===== src/rtl/float16_mul.sv =====
// Four-stage float16 multiplier (product stage ahead of float16_add).
// Zero for exp==0, no Inf/NaN, truncating rounding, saturating overflow.
module float16_mul #(
   parameter int EXP_BIAS = 15,
   parameter int LATENCY  = 4
) (
   input  logic        clk,
   input  logic        rst,
   input  logic        de_in,
   input  logic [15:0] data_in_01,
   input  logic [15:0] data_in_02,
   output logic        de_out,
   output logic [15:0] data_out
);

   logic [LATENCY-1:0] de_pipe;

   logic [4:0]  s1_exp_a, s1_exp_b;
   logic [9:0]  s1_frac_a, s1_frac_b;
   logic        s1_zero, s1_sign;

   logic [21:0]        s2_prod;
   logic signed [7:0]  s2_exp;
   logic               s2_zero, s2_sign;

   logic [9:0]         s3_frac;
   logic signed [7:0]  s3_exp;
   logic               s3_zero, s3_sign;

   always_ff @(posedge clk) begin
      if (rst) begin
         de_pipe   <= '0;
         s1_exp_a  <= '0;
         s1_exp_b  <= '0;
         s1_frac_a <= '0;
         s1_frac_b <= '0;
         s1_zero   <= 1'b0;
         s1_sign   <= 1'b0;
         s2_prod   <= '0;
         s2_exp    <= '0;
         s2_zero   <= 1'b0;
         s2_sign   <= 1'b0;
         s3_frac   <= '0;
         s3_exp    <= '0;
         s3_zero   <= 1'b0;
         s3_sign   <= 1'b0;
         data_out  <= '0;
      end else begin
         de_pipe <= {de_pipe[LATENCY-2:0], de_in};

         s1_exp_a  <= data_in_01[14:10];
         s1_exp_b  <= data_in_02[14:10];
         s1_frac_a <= data_in_01[9:0];
         s1_frac_b <= data_in_02[9:0];
         s1_zero   <= (data_in_01[14:10] == 5'd0) | (data_in_02[14:10] == 5'd0);
         s1_sign   <= data_in_01[15] ^ data_in_02[15];

         s2_prod <= 22'({1'b1, s1_frac_a}) * 22'({1'b1, s1_frac_b});
         s2_exp  <= $signed({3'b000, s1_exp_a}) + $signed({3'b000, s1_exp_b})
                    - 8'(EXP_BIAS);
         s2_zero <= s1_zero;
         s2_sign <= s1_sign;

         // product of two [1,2) mantissas lies in [1,4): at most one shift
         if (s2_prod[21]) begin
            s3_frac <= s2_prod[20:11];
            s3_exp  <= s2_exp + 8'sd1;
         end else begin
            s3_frac <= s2_prod[19:10];
            s3_exp  <= s2_exp;
         end
         s3_zero <= s2_zero;
         s3_sign <= s2_sign;

         // exp 31 is reserved as the saturation code shared with the adder
         if (s3_zero)
            data_out <= 16'h0000;
         else if (s3_exp >= 8'sd31)
            data_out <= {s3_sign, 5'd31, 10'h3FF};
         else if (s3_exp <= 8'sd0)
            data_out <= 16'h0000;
         else
            data_out <= {s3_sign, s3_exp[4:0], s3_frac};
      end
   end

   assign de_out = de_pipe[LATENCY-1];

endmodule


===== config.mk =====
export PLATFORM = sky130hd
export DESIGN_NAME = float16_mul
export DESIGN_NICKNAME = d
export VERILOG_FILES = /design/src/rtl/float16_mul.sv
export SDC_FILE = /design/constraint.sdc
export NUM_CORES = 1
export LEC_CHECK = 0
export CORE_ASPECT_RATIO = 0.75
export CORE_UTILIZATION = 64
export DETAILED_ROUTE_END_ITERATION = 6
export PLACE_DENSITY_LB_ADDON = 0.3
export REMOVE_ABC_BUFFERS = 1
export SKIP_LAST_GASP = 1
export SLEW_MARGIN = 30
export SYNTH_ARGS = -nofsm -noshare
export SYNTH_HDL_FRONTEND = slang
export SYNTH_SLANG_ARGS = --single-unit
export TNS_END_PERCENT = 30

===== constraint.sdc =====
create_clock -name clk -period 14.7 [get_ports clk]
set_clock_uncertainty 0.1 [all_clocks]
set_input_delay 2.94 -clock clk [delete_from_list [all_inputs] [get_ports clk]]
set_output_delay 2.94 -clock clk [all_outputs]
set_load 0.05 [all_outputs]

-- After elaboration in Yosys (flattened, before gate mapping)
Cells that the tools add are included.
- add/sub/neg operators: 3
- multipliers: 1
- order comparisons: 2
- mux-type cells: 4
- bitwise logic cells: 2
- reduce and logical (&&, ||, !) cells: 3
- operators with widths (operator ; count):
    $mux W16 ; 2
    $mul A11 B11 Y22 ; 1
    $logic_not A5 Y1 ; 2
    $mux W10 ; 1
    $add A8 B2 Y8 const B ; 1
    $ge A8 B6 Y1 const B ; 1
    $le A8 B1 Y1 const B ; 1
    $mux W8 ; 1
    $sub A6 B4 Y7 const B ; 1
    $add A5 B5 Y6 ; 1
    $reduce_or A2 Y1 ; 1
    $or A1 B1 Y1 ; 1
    $xor A1 B1 Y1 ; 1
- register bits: 104
- input port bits: 35
- output and inout port bits: 17
- word-level logic and storage cells: 31

-- Logic depth before layout (Yosys ltp)
Gate-level depths: netlist of the first run.
- word-level depth: 3
- mapped depth: 20

-- Least setup slack after synthesis of the first run
Ideal clock, no wire load.
- path kind: register -> register
- start point: register s1_frac_b[8]
- end point: register s2_prod[20]
- data arrival time: 5.329 ns
- setup slack: 9.148 ns
- stages on the path, launching flop included: 19
- path through: dfxtp_1 -> clkbuf_1 -> nand2_1 -> fa_1 -> inv_1 -> fa_1 -> fa_1 -> fa_1 -> inv_1 -> fa_1 -> inv_1 -> ha_1 -> buf_6 -> and4_4 -> and2_4 -> or2_0 -> a211o_1 -> a2111oi_2 -> mux2_1
- cells in the longest elaborated chain, start to end: 1
- RTL lines (what ; line ; text):
    start: declaration ; 19 ; logic [9:0] s1_frac_a, s1_frac_b;
    start signal: assignment ; 54 ; s1_frac_b <= data_in_02[9:0];
    $mul A11 B11 Y22 ; 58 ; s2_prod <= 22'({1'b1, s1_frac_a}) * 22'({1'b1, s1_frac_b});
    end signal: assignment ; 58 ;
    end: declaration ; 22 ; logic [21:0] s2_prod;
No other way between the ends.
A chain may end at the register's enable or synchronous reset.

-- Worst setup path in the final report of the first run
- start point: register s1_frac_b[7]
- end point: register s2_prod[20]
Same word-level chain as after synthesis.

==> metrics.cfg, run 1 <==
[clocking]
cts.sinks = 93
numCtsBuffers = 9
cts_setup_buffers = 0
ctsResizeCount = 0
cts-root-buf = clkbuf_16
clkTransAtPathRegs_ns = 0.08
htreeDepth = 3
tritoncts = done
clock_latency_ns = 0.35
ctsHoldBuffers = 0
cts_max_path_buffers = 2

[detailed_routing]
avgViaCountPerCell = 5.31
first_pass_iters = 5
wirelength_um = 13800
drtIter0Drc = 245
ant_nets = 0
routed-via-count = 4783
remaining_drc_errors = 0
wl_per_cell_um = 15.3

[power]
pwr_density_cell_nw_per_um2 = 102
ir_worst_vdd_uv = 76.8
total_leakage_power_uw = 0.00361

[die]
rows = 32
die_width_um = 121
dieArea_um2 = 11000
ios = 52
start_util = 0.660
die_h_um = 91.2
core_um2 = 10300

[status]
status = complete, no violations

[timing]
setup_viol = 0
period_share = 0.397
worstMarginPinSlew_ns = 0.843
finalMaxSlewViolations = 0
hold_ws_ns = 0.339
slew_headroom = 0.437
setup_tns_ns = 0
rsz0062_at_grt = false
period_needed_ns = 5.83
fmax_mhz = 172
hold_viol_final = 0

[cells_and_area]
finalNetCount = 941
area_growth_pct = 12.6
postLayoutCoreUtil = 0.743
drive_gt1_frac = 0.0301
n_antenna_cell = 0
stdcell_area_um2 = 7650

[synthesis]
synth_top_family_by_area = adder cells
yosysUniqueCellTypes = 48
synth.area.mux_share = 0.0195
syn-cell-area_um2 = 6800
synthXorXnorAreaFrac = 0.0232
yosys.area_share.simple = 0.172
synth-compound-area-share = 0.0652
syn_area_per_cell_um2 = 9.36
ys_seq_area_frac = 0.274
synth-main-ff-cell = dfxtp_1
synth_adder_area_share = 0.357
syn_inst = 726
synth_seq_cells = 93
synthArstFlopShare = 0
synth_edf_count = 0
synth_warnings = 0

[global_route]
grt_pass1_vias = 4980
grt_usage = 0.281
grt_antenna_before_repair = 0
grt_max_degree = 80
grt-ovfl-total = 0
grt_pass1_wl_um = 23800

[min_path]
min_from = s3_frac[4]
holdCritPathClass = flop to flop

[critical_path]
startpoint_type = flop
critical_path.reg2reg.startpoint = s1_frac_b[7]
cp_max_fo = 8
arrival_ns = 5.97
endpoint_kind = flop
worstPathRequired_ns = 14.84
crit_start = s1_frac_b[7]
critical_path_class = flop to flop

[placed_design]
placed_area_um2 = 7360
place.gp.congestion = 0.977
io_buffers = 51
hpwl_um = 10900

[job]
maxCapViolations = 0

## per-stage QoR
stage	setup slack, ns	instances	total power, uW
floorplan	9.29	697	480
global placement	9.02	885	541
detailed placement	8.94	885	549
CTS	8.88	901	781
global route	8.50	901	830
finish	8.87	901	778
## Yosys cell counts, types with 3 or more instances
cell type / n / area [um^2]
nand4_1: 5 / 31.3
o21ai_1: 4 / 20.0
o31a_1: 3 / 26.3
nand3_1: 7 / 35.0
o21a_1: 12 / 90.1
inv_1: 130 / 488
nor2_1: 47 / 176
fa_1: 80 / 1600
and2_1: 39 / 244
a21oi_1: 19 / 95.1
nand2_1: 67 / 251
mux2i_1: 11 / 110
xnor2_1: 11 / 96.3
or4_1: 3 / 22.5
dfxtp_1: 93 / 1860
nor2b_1: 45 / 282
xor2_1: 7 / 61.3
a21o_1: 3 / 22.5
o21ai_0: 9 / 45.0
clkbuf_1: 27 / 101
nor3_1: 4 / 20.0
ha_1: 66 / 826
## area by class of cell
type,instances,area [um^2]
clock inverter,7,62.6
fill,756,2640
tap,136,170
timing repair buffer,52,513
sequential,93,1860
inverter,130,488
clock buffer,9,225
multi-input combinational,474,4330
## registers in the layout (all words and copies together), names as in the netlist
register   count
s1_exp_b       5
s1_zero        1
s3_exp         8
s2_sign        1
s3_sign        1
data_out      16
s1_exp_a       5
s2_prod       12
s3_frac       10
s1_frac_a     10
s1_sign        1
de_pipe        4
s2_zero        1
s2_exp         7
s1_frac_b     10
s3_zero        1
## layer usage
metal	vias up	GRT usage	wire length [um]
met4	0	0.0782	182
met5	-	0	0
met3	13	0.0496	751
li1	2308	-	-
met2	121	0.457	6440
met1	2341	0.387	6410
## kinds of logic after synthesis
family / Yosys count
XOR/XNOR: 18
AO/OA/AOI/OAI: 66
flip-flops: 93
adder cells (fa/ha/maj): 146
buffers and inverters: 159
multiplexers: 13
AND/OR/NAND/NOR: 231
## critical path: stages (launching register included)
cell and delay [ns]:
dfxtp_1 0.52, inv_1 0.21, nor2_1 0.18, fa_1 0.46, fa_1 0.52, fa_1 0.52
fa_1 0.54, inv_1 0.06, fa_1 0.53, inv_1 0.05, ha_1 0.38, a21oi_1 0.23
o21ai_0 0.16, or2_0 0.25, a211o_1 0.31, a2111oi_2 0.36, mux2_1 0.35
## cell usage in the layout (no fill, tap or decap), types with 12 or more instances in the layout
cell type          n
clkdlybuf4s50_1   50
nand2_1           67
and2_1            39
nor2b_1           45
ha_1              66
inv_1            130
o21a_1            12
a21oi_1           19
nor2_1            47
dfxtp_1           93
fa_1              80
## final timing paths
kind	to	slack (ns)	depth (start not counted)
worst max-delay path	s2_prod[20]	8.87	16
worst min-delay path	data_out[4]	0.34	1
worst max register to register	s2_prod[20]	8.87	16
worst min register to register	data_out[4]	0.34	1
## where the power goes
| part | total [uW] | switching (uW) | internal (uW) |
|---|---|---|---|
| Combinational | 243 | 141 | 102 |
| Sequential | 304 | 22.4 | 282 |
| Clock | 231 | 112 | 119 |
| Total | 778 | 276 | 503 |
No activity file was read; power rests on OpenSTA's default activity.
==> inputs of run 2 (changes only) <==
- CORE_UTILIZATION: 64 -> 54
- clock period: 14.7 -> 5 ns (I/O delays scaled with it)
==> metrics.cfg, run 2 (synthesis results as in run 1) <==
[clocking]
tritoncts = done
cts.sinks = 93  ; unchanged
htreeDepth = 3  ; unchanged
cts_max_path_buffers = 2  ; unchanged
numCtsBuffers = 9  ; unchanged
clock_latency_ns = 0.34  ; about the same
cts-root-buf = clkbuf_16
ctsHoldBuffers = 0  ; unchanged
clkTransAtPathRegs_ns = 0.07  ; about the same

[status]
violations = setup timing
status = finished, violations left

[die]
die_h_um = 99.2  ; +8.7%
ios = 52  ; unchanged
rows = 35  ; +9.4%
die_width_um = 132  ; +8.7%
core_um2 = 12300  ; +19%
dieArea_um2 = 13000  ; +18%
start_util = 0.554  ; -0.106

[critical_path]
worstPathRequired_ns = 5.13  ; -9.71 ns
endpoint_kind = flop
slowest_delay_ns = 0.54  ; about the same
crit_path_frequent_cell = fa_1
critical_path_class = flop to flop
crit_chain = buf_6, nand2_2, fa_1, inv_1, fa_1, fa_2, fa_1, inv_2, fa_1, inv_2, ha_4, buf_6, nand4_1, a2111oi_2, o21a_1, a211o_1, a2111oi_4, mux2_4
cp_max_fo = 4  ; -4
startpoint_type = flop
arrival_ns = 5.23  ; -0.74 ns
slowest_stage = fa_1

[cells_and_area]
layout_common_cells = inv_1 (115), dfxtp_1 (76), fa_1 (75)
drive_gt1_frac = 0.221  ; +0.191
fillers = 857  ; +13%
n_antenna_cell = 0  ; unchanged
multi_input_area_um2 = 4670  ; +7.8%
regMostFlops = data_out
top_regs = data_out (16), s2_prod (12)
largest_reg_flops = 16  ; unchanged
final_common_cell = inv_1
seqCellArea_um2 = 1900  ; +2.1%
area_growth_pct = 30.3
finalNetCount = 1027  ; +9.1%

[timing]
hold_viol_final = 0  ; unchanged
setup_viol = 4  ; +4
rsz0062_at_grt = true
hold_ws_ns = 0.332  ; -0.00662 ns
slew_headroom = 0.416  ; -0.0210
worstMarginPinSlew_ns = 0.874  ; +0.0314 ns
fmax_mhz = 196  ; +14%
period_needed_ns = 5.10  ; -0.734 ns
finalMaxSlewViolations = 0  ; unchanged
worst_slack_ns = -0.0957  ; -8.97 ns
period_share = 1.02  ; +0.623

[power]
ir_worst_vdd_uv = 218  ; +180%
pwr_density_cell_nw_per_um2 = 310  ; +200%
total_leakage_power_uw = 0.00410  ; +14%
fin_total_pwr_uw = 2740  ; +250%

[global_route]
grt_max_degree = 80  ; unchanged
grt-busiest-layer = met2
grt-ovfl-total = 0  ; unchanged
grt_pass1_vias = 5485  ; +10%
grt_use_met3 = 0.0596  ; +0.0100
grt_usage = 0.258  ; -0.0231
use_met1 = 0.331  ; -0.0555
grtUsageMet2 = 0.441  ; -0.0155
grt_antenna_before_repair = 0  ; unchanged
grt_pass1_wl_um = 26200  ; +10%

[detailed_routing]
remaining_drc_errors = 0  ; unchanged
drtIter0Drc = 255  ; +4.1%
avgViaCountPerCell = 5.05  ; -4.9%
ant_nets = 0  ; unchanged
first_pass_iters = 5  ; unchanged
wl_per_cell_um = 14.9  ; -2.8%
wirelength_um = 15100  ; +9.8%
routed-via-count = 5135  ; +7.4%

[min_path]
holdCritPathClass = flop to flop

[placed_design]
place.gp.congestion = 0.873  ; -11%
hpwl_um = 11300  ; +3.7%
io_buffers = 51  ; unchanged

[job]
maxCapViolations = 0  ; unchanged

## run 2: cell types whose count changed in the layout (fill, tap and decap cells not counted), sizes merged
cell | before | now
buf | 2 | 88
inv | 136 | 131
bufinv | 0 | 3
clkinvlp | 0 | 2
clkbuf | 9 | 10
clkinv | 1 | 0
## run 2: repair_timing
item                                    4_1_cts  5_1_grt
buffers inserted                             12        8
pin swaps                                    48       16
gates resized for setup                      94       22
endpoints found under the setup margin       10       12
## run 2: path summary, 6_finish.rpt
path,cells past startpoint,end,startpoint,slack [ns]
setup / recovery,18,s2_prod[20],s1_frac_a[8],-0.1
hold reg to reg,1,data_out[15],s3_sign,0.33
hold / removal,1,data_out[15],s3_sign,0.33
setup reg to reg,18,s2_prod[20],s1_frac_a[8],-0.1
## run 2: worst max-delay path, delay by kind of cell, from the launching register on
family / cells / cell delay [ns]
and+or+nand+nor: 2 / 0.22
muxes: 1 / 0.31
AOI/OAI and AO/OA: 4 / 0.88
buffers and inverters: 5 / 0.36
adders and majority gates: 6 / 2.74
DFF: 1 / 0.38
## run 2: through the flow
| stage | area (um^2) | util | setup WS, ns | setup TNS, ns | instances |
|---|---|---|---|---|---|
| 6_report | 8850 | 0.722 | -0.0957 | -0.180 | 1017 |
| 5_1_grt | 8850 | 0.722 | -0.226 | -1.17 | 1017 |
| 4_1_cts | 8730 | 0.712 | -0.0485 | -0.0763 | 1010 |
| 3_5_place_dp | 7920 | 0.646 | -0.548 | -1.93 | 982 |
| 3_3_place_gp | 7920 | 0.646 | -0.369 | -1.33 | 982 |
| 2_1_floorplan | 6680 | - | -0.411 | -0.669 | 697 |
## run 2: metal layers
layer | vias to the layer above | wire (um) | share of wire
li1 | 2488 | - | -
met1 | 2503 | 6900 | 0.46
met4 | 0 | 332 | 0.022
met2 | 118 | 7210 | 0.48
met5 | - | 0 | 0
met3 | 26 | 680 | 0.045
## run 2: area by class of cell
class	instances	area share
flip-flops and latches	93	0.215
well taps	166	0.0235
clock buffers	10	0.0259
inverters	130	0.0558
multi-input cells	474	0.527
repair buffers	138	0.140
clock inverters	6	0.0133
## run 2: where the power goes
group / leakage (uW) / switching [uW] / internal, uW / total [uW]
sequential: 0.000775 / 47.7 / 828 / 875
clock: 0.000165 / 300 / 494 / 795
combinational: 0.00316 / 549 / 523 / 1070
total: 0.00410 / 897 / 1840 / 2740
==> inputs of run 3 (changes only) <==
- ABC_AREA: not set -> 1
- CORE_UTILIZATION: 54 -> 35
==> metrics.cfg, run 3 <==
[status]
status = finished, violations left
violations = DRC

[cells_and_area]
largest_reg_flops = 16  ; unchanged
fillers = 2026  ; +140%
stdcell_area_um2 = 8280  ; -6.5%
finalNetCount = 1148  ; +12%
multi_input_area_um2 = 4170  ; -11%
top_regs = data_out (16), s2_prod (12)
postLayoutCoreUtil = 0.422  ; -0.300
final_common_cell = inv_1
area_growth_pct = 16.7
drive_gt1_frac = 0.0700  ; -0.151
regMostFlops = data_out
n_antenna_cell = 0  ; unchanged
layout_common_cells = inv_1 (244), nand2_1 (152), nor2_1 (128)
seqCellArea_um2 = 1890  ; -0.72%

[detailed_routing]
drtIter0Drc = 295  ; +16%
wl_per_cell_um = 11.3  ; -24%
routed-via-count = 5372  ; +4.6%
remaining_drc_errors = 1  ; +1
ant_nets = 0  ; unchanged
drt-met1-wl_um = 7370  ; +6.8%
first_pass_iters = 6  ; +1
wirelength_um = 13800  ; -8.6%
avgViaCountPerCell = 4.39  ; -13%
highest_layer = met4
routed-wl-met3_um = 468  ; -31%
wl_met2_um = 5790  ; -20%

[synthesis]
yosysUniqueCellTypes = 32  ; -33%
synth_top_area_cell = dfxtp_1
synth-main-ff-cell = dfxtp_1
synth_edf_count = 0  ; unchanged
synthTopCellsByCount = inv_1 (244), nand2_1 (152), nor2_1 (128), dfxtp_1 (93), fa_1 (80)
syn-cell-area_um2 = 7090  ; +4.3%
syn_area_per_cell_um2 = 7.77  ; -17%
yosysMostFrequentCell = inv_1
synth_seq_cells = 93  ; unchanged
synthArstFlopShare = 0  ; unchanged
synth_top_cell_area_share = 0.263  ; -0.0114
syn_inst = 913  ; +26%
synth_warnings = 0  ; unchanged
synth.area.top_cells = dfxtp_1 (26%), fa_1 (23%), inv_1 (13%)
ys_seq_area_frac = 0.263  ; -0.0114

[min_path]
holdCritPathClass = flop to flop
min_from = s2_zero
hold_end = s3_zero
min_path_cells = 2  ; +1

[critical_path]
r2r_cells = 19  ; +1
reg2reg_to = s2_prod[21]
slowest_delay_ns = 0.55  ; about the same
critical_path_class = flop to flop
critical_path.top_delay_family = adder cells
crit_start = s1_frac_a[1]
arrival_ns = 4.87  ; -0.36 ns
crit_chain = inv_1, fa_1, inv_1, fa_1, fa_1, fa_1, inv_1, fa_1, inv_1, ha_2, nand2_1, nor2_1, nand3_1, nand2_1, nand2_1, nand3_1, nand2_1, nand2_1, nor2_1
worstPathRequired_ns = 5.14  ; about the same
critical_path.reg2reg.startpoint = s1_frac_a[1]
endpoint_kind = flop
cp_max_fo = 6  ; +2
slowest_stage = fa_1
cp_num_buf_inv = 4  ; -1
startpoint_type = flop
ff2ff_setup_slack_ns = 0.27  ; +0.37 ns

[clocking]
clock_latency_ns = 0.35  ; about the same
ctsHoldBuffers = 0  ; unchanged
cts-root-buf = clkbuf_16
cts_max_path_buffers = 2  ; unchanged
htreeDepth = 3  ; unchanged
clkTransAtPathRegs_ns = 0.08  ; about the same
cts_setup_buffers = 0  ; -12
numCtsBuffers = 9  ; unchanged
cts.sinks = 93  ; unchanged
tritoncts = done

[timing]
fmax_mhz = 211  ; +7.8%
hold_ws_ns = 0.296  ; -0.0361 ns
finalMaxSlewViolations = 0  ; unchanged
period_share = 0.946  ; -0.0735
worstMarginPinSlew_ns = 0.801  ; -0.0735 ns
period_needed_ns = 4.73  ; -0.368 ns
hold_viol_final = 0  ; unchanged
setup_tns_ns = 0  ; +0.180 ns
rsz0062_at_grt = false
setup_viol = 0  ; -4
slew_headroom = 0.466  ; +0.0497

[job]
maxCapViolations = 0  ; unchanged

[die]
core_um2 = 19600  ; +60%
dieArea_um2 = 20800  ; +60%
ios = 52  ; unchanged
die_h_um = 125  ; +26%
start_util = 0.362  ; -0.192
die_width_um = 166  ; +26%
rows = 44  ; +26%

[placed_design]
placed_area_um2 = 7940  ; +0.25%
io_buffers = 51  ; unchanged
hpwl_um = 11400  ; +1.1%
place.gp.congestion = 0.853  ; -2.3%

[global_route]
grt-ovfl-total = 0  ; unchanged
grt_antenna_before_repair = 0  ; unchanged
grt_usage = 0.148  ; -0.110
grt_max_degree = 48  ; -40%
grt_pass1_vias = 5393  ; -1.7%
grt_pass1_wl_um = 25100  ; -4.4%

[power]
fin_total_pwr_uw = 2310  ; -16%
ir_worst_vdd_uv = 210  ; -3.9%
pwr_density_cell_nw_per_um2 = 279  ; -9.8%
total_leakage_power_uw = 0.00452  ; +10%

==> run 3: power by group <==
part | leakage (uW) | internal (uW) | total, uW | switching, uW
logic | 0.00360 | 288 | 746 | 458
registers | 0.000774 | 827 | 879 | 52.0
clock network | 0.000146 | 365 | 688 | 323
total | 0.00452 | 1480 | 2310 | 833
==> run 3: worst register-to-register path, stage by stage (launching register included) <==
cell and delay, ns:
dfxtp_1 0.41, inv_1 0.08, fa_1 0.53, inv_1 0.05, fa_1 0.51, fa_1 0.52, fa_1 0.55, inv_1 0.06
fa_1 0.53, inv_1 0.04, ha_2 0.37, nand2_1 0.14, nor2_1 0.15, nand3_1 0.10, nand2_1 0.16, nand2_1 0.07
nand3_1 0.09, nand2_1 0.06, nand2_1 0.06, nor2_1 0.05
==> run 3: metrics by stage <==
stage | instances | setup WS (ns)
3_3_place_gp | 1209 | 0.174
5_1_grt | 1225 | 0.000846
3_5_place_dp | 1209 | 0.133
6_report | 1225 | 0.272
4_1_cts | 1225 | 0.118
2_1_floorplan | 881 | 0.414
==> run 3: worst max-delay path by stage <==
stage	to	slack, ns	depth (start not counted)
2_1_floorplan	s2_prod[18]	0.41	18
3_3_place_gp	s2_prod[21]	0.17	19
6_report	s2_prod[21]	0.27	19
5_1_grt	s2_prod[21]	0.0008	19
4_1_cts	s2_prod[18]	0.12	18
3_5_place_dp	s2_prod[18]	0.13	18
==> run 3: kinds of logic after synthesis <==
logic type,Yosys count,synth area share
compound gates,73,0.0559
xor+xnor,4,0.00494
fa+ha+maj,146,0.342
buf+inv,276,0.151
flops,93,0.263
simple gates,321,0.183
==> run 3: layout make-up <==
type                       instances  area share
clock buffer                      10      0.0289
clock inverter                     6     0.00771
multi-input combinational        544       0.504
timing repair buffer              75      0.0829
tap                              253      0.0383
inverter                         244       0.111
sequential                        93       0.228
==> run 3: what timing repair did <==
item                                    in CTS  in global routing
endpoints found under the hold margin        0                  0
resized for setup                            0                 21
endpoints found under the setup margin       0                 10
==> run 3: routing by layer <==
layer | up-vias | track usage
li1 | 2772 | -
met1 | 2497 | 0.210
met2 | 90 | 0.232
met3 | 13 | 0.0231
met4 | 0 | 0.0458
met5 | - | 0
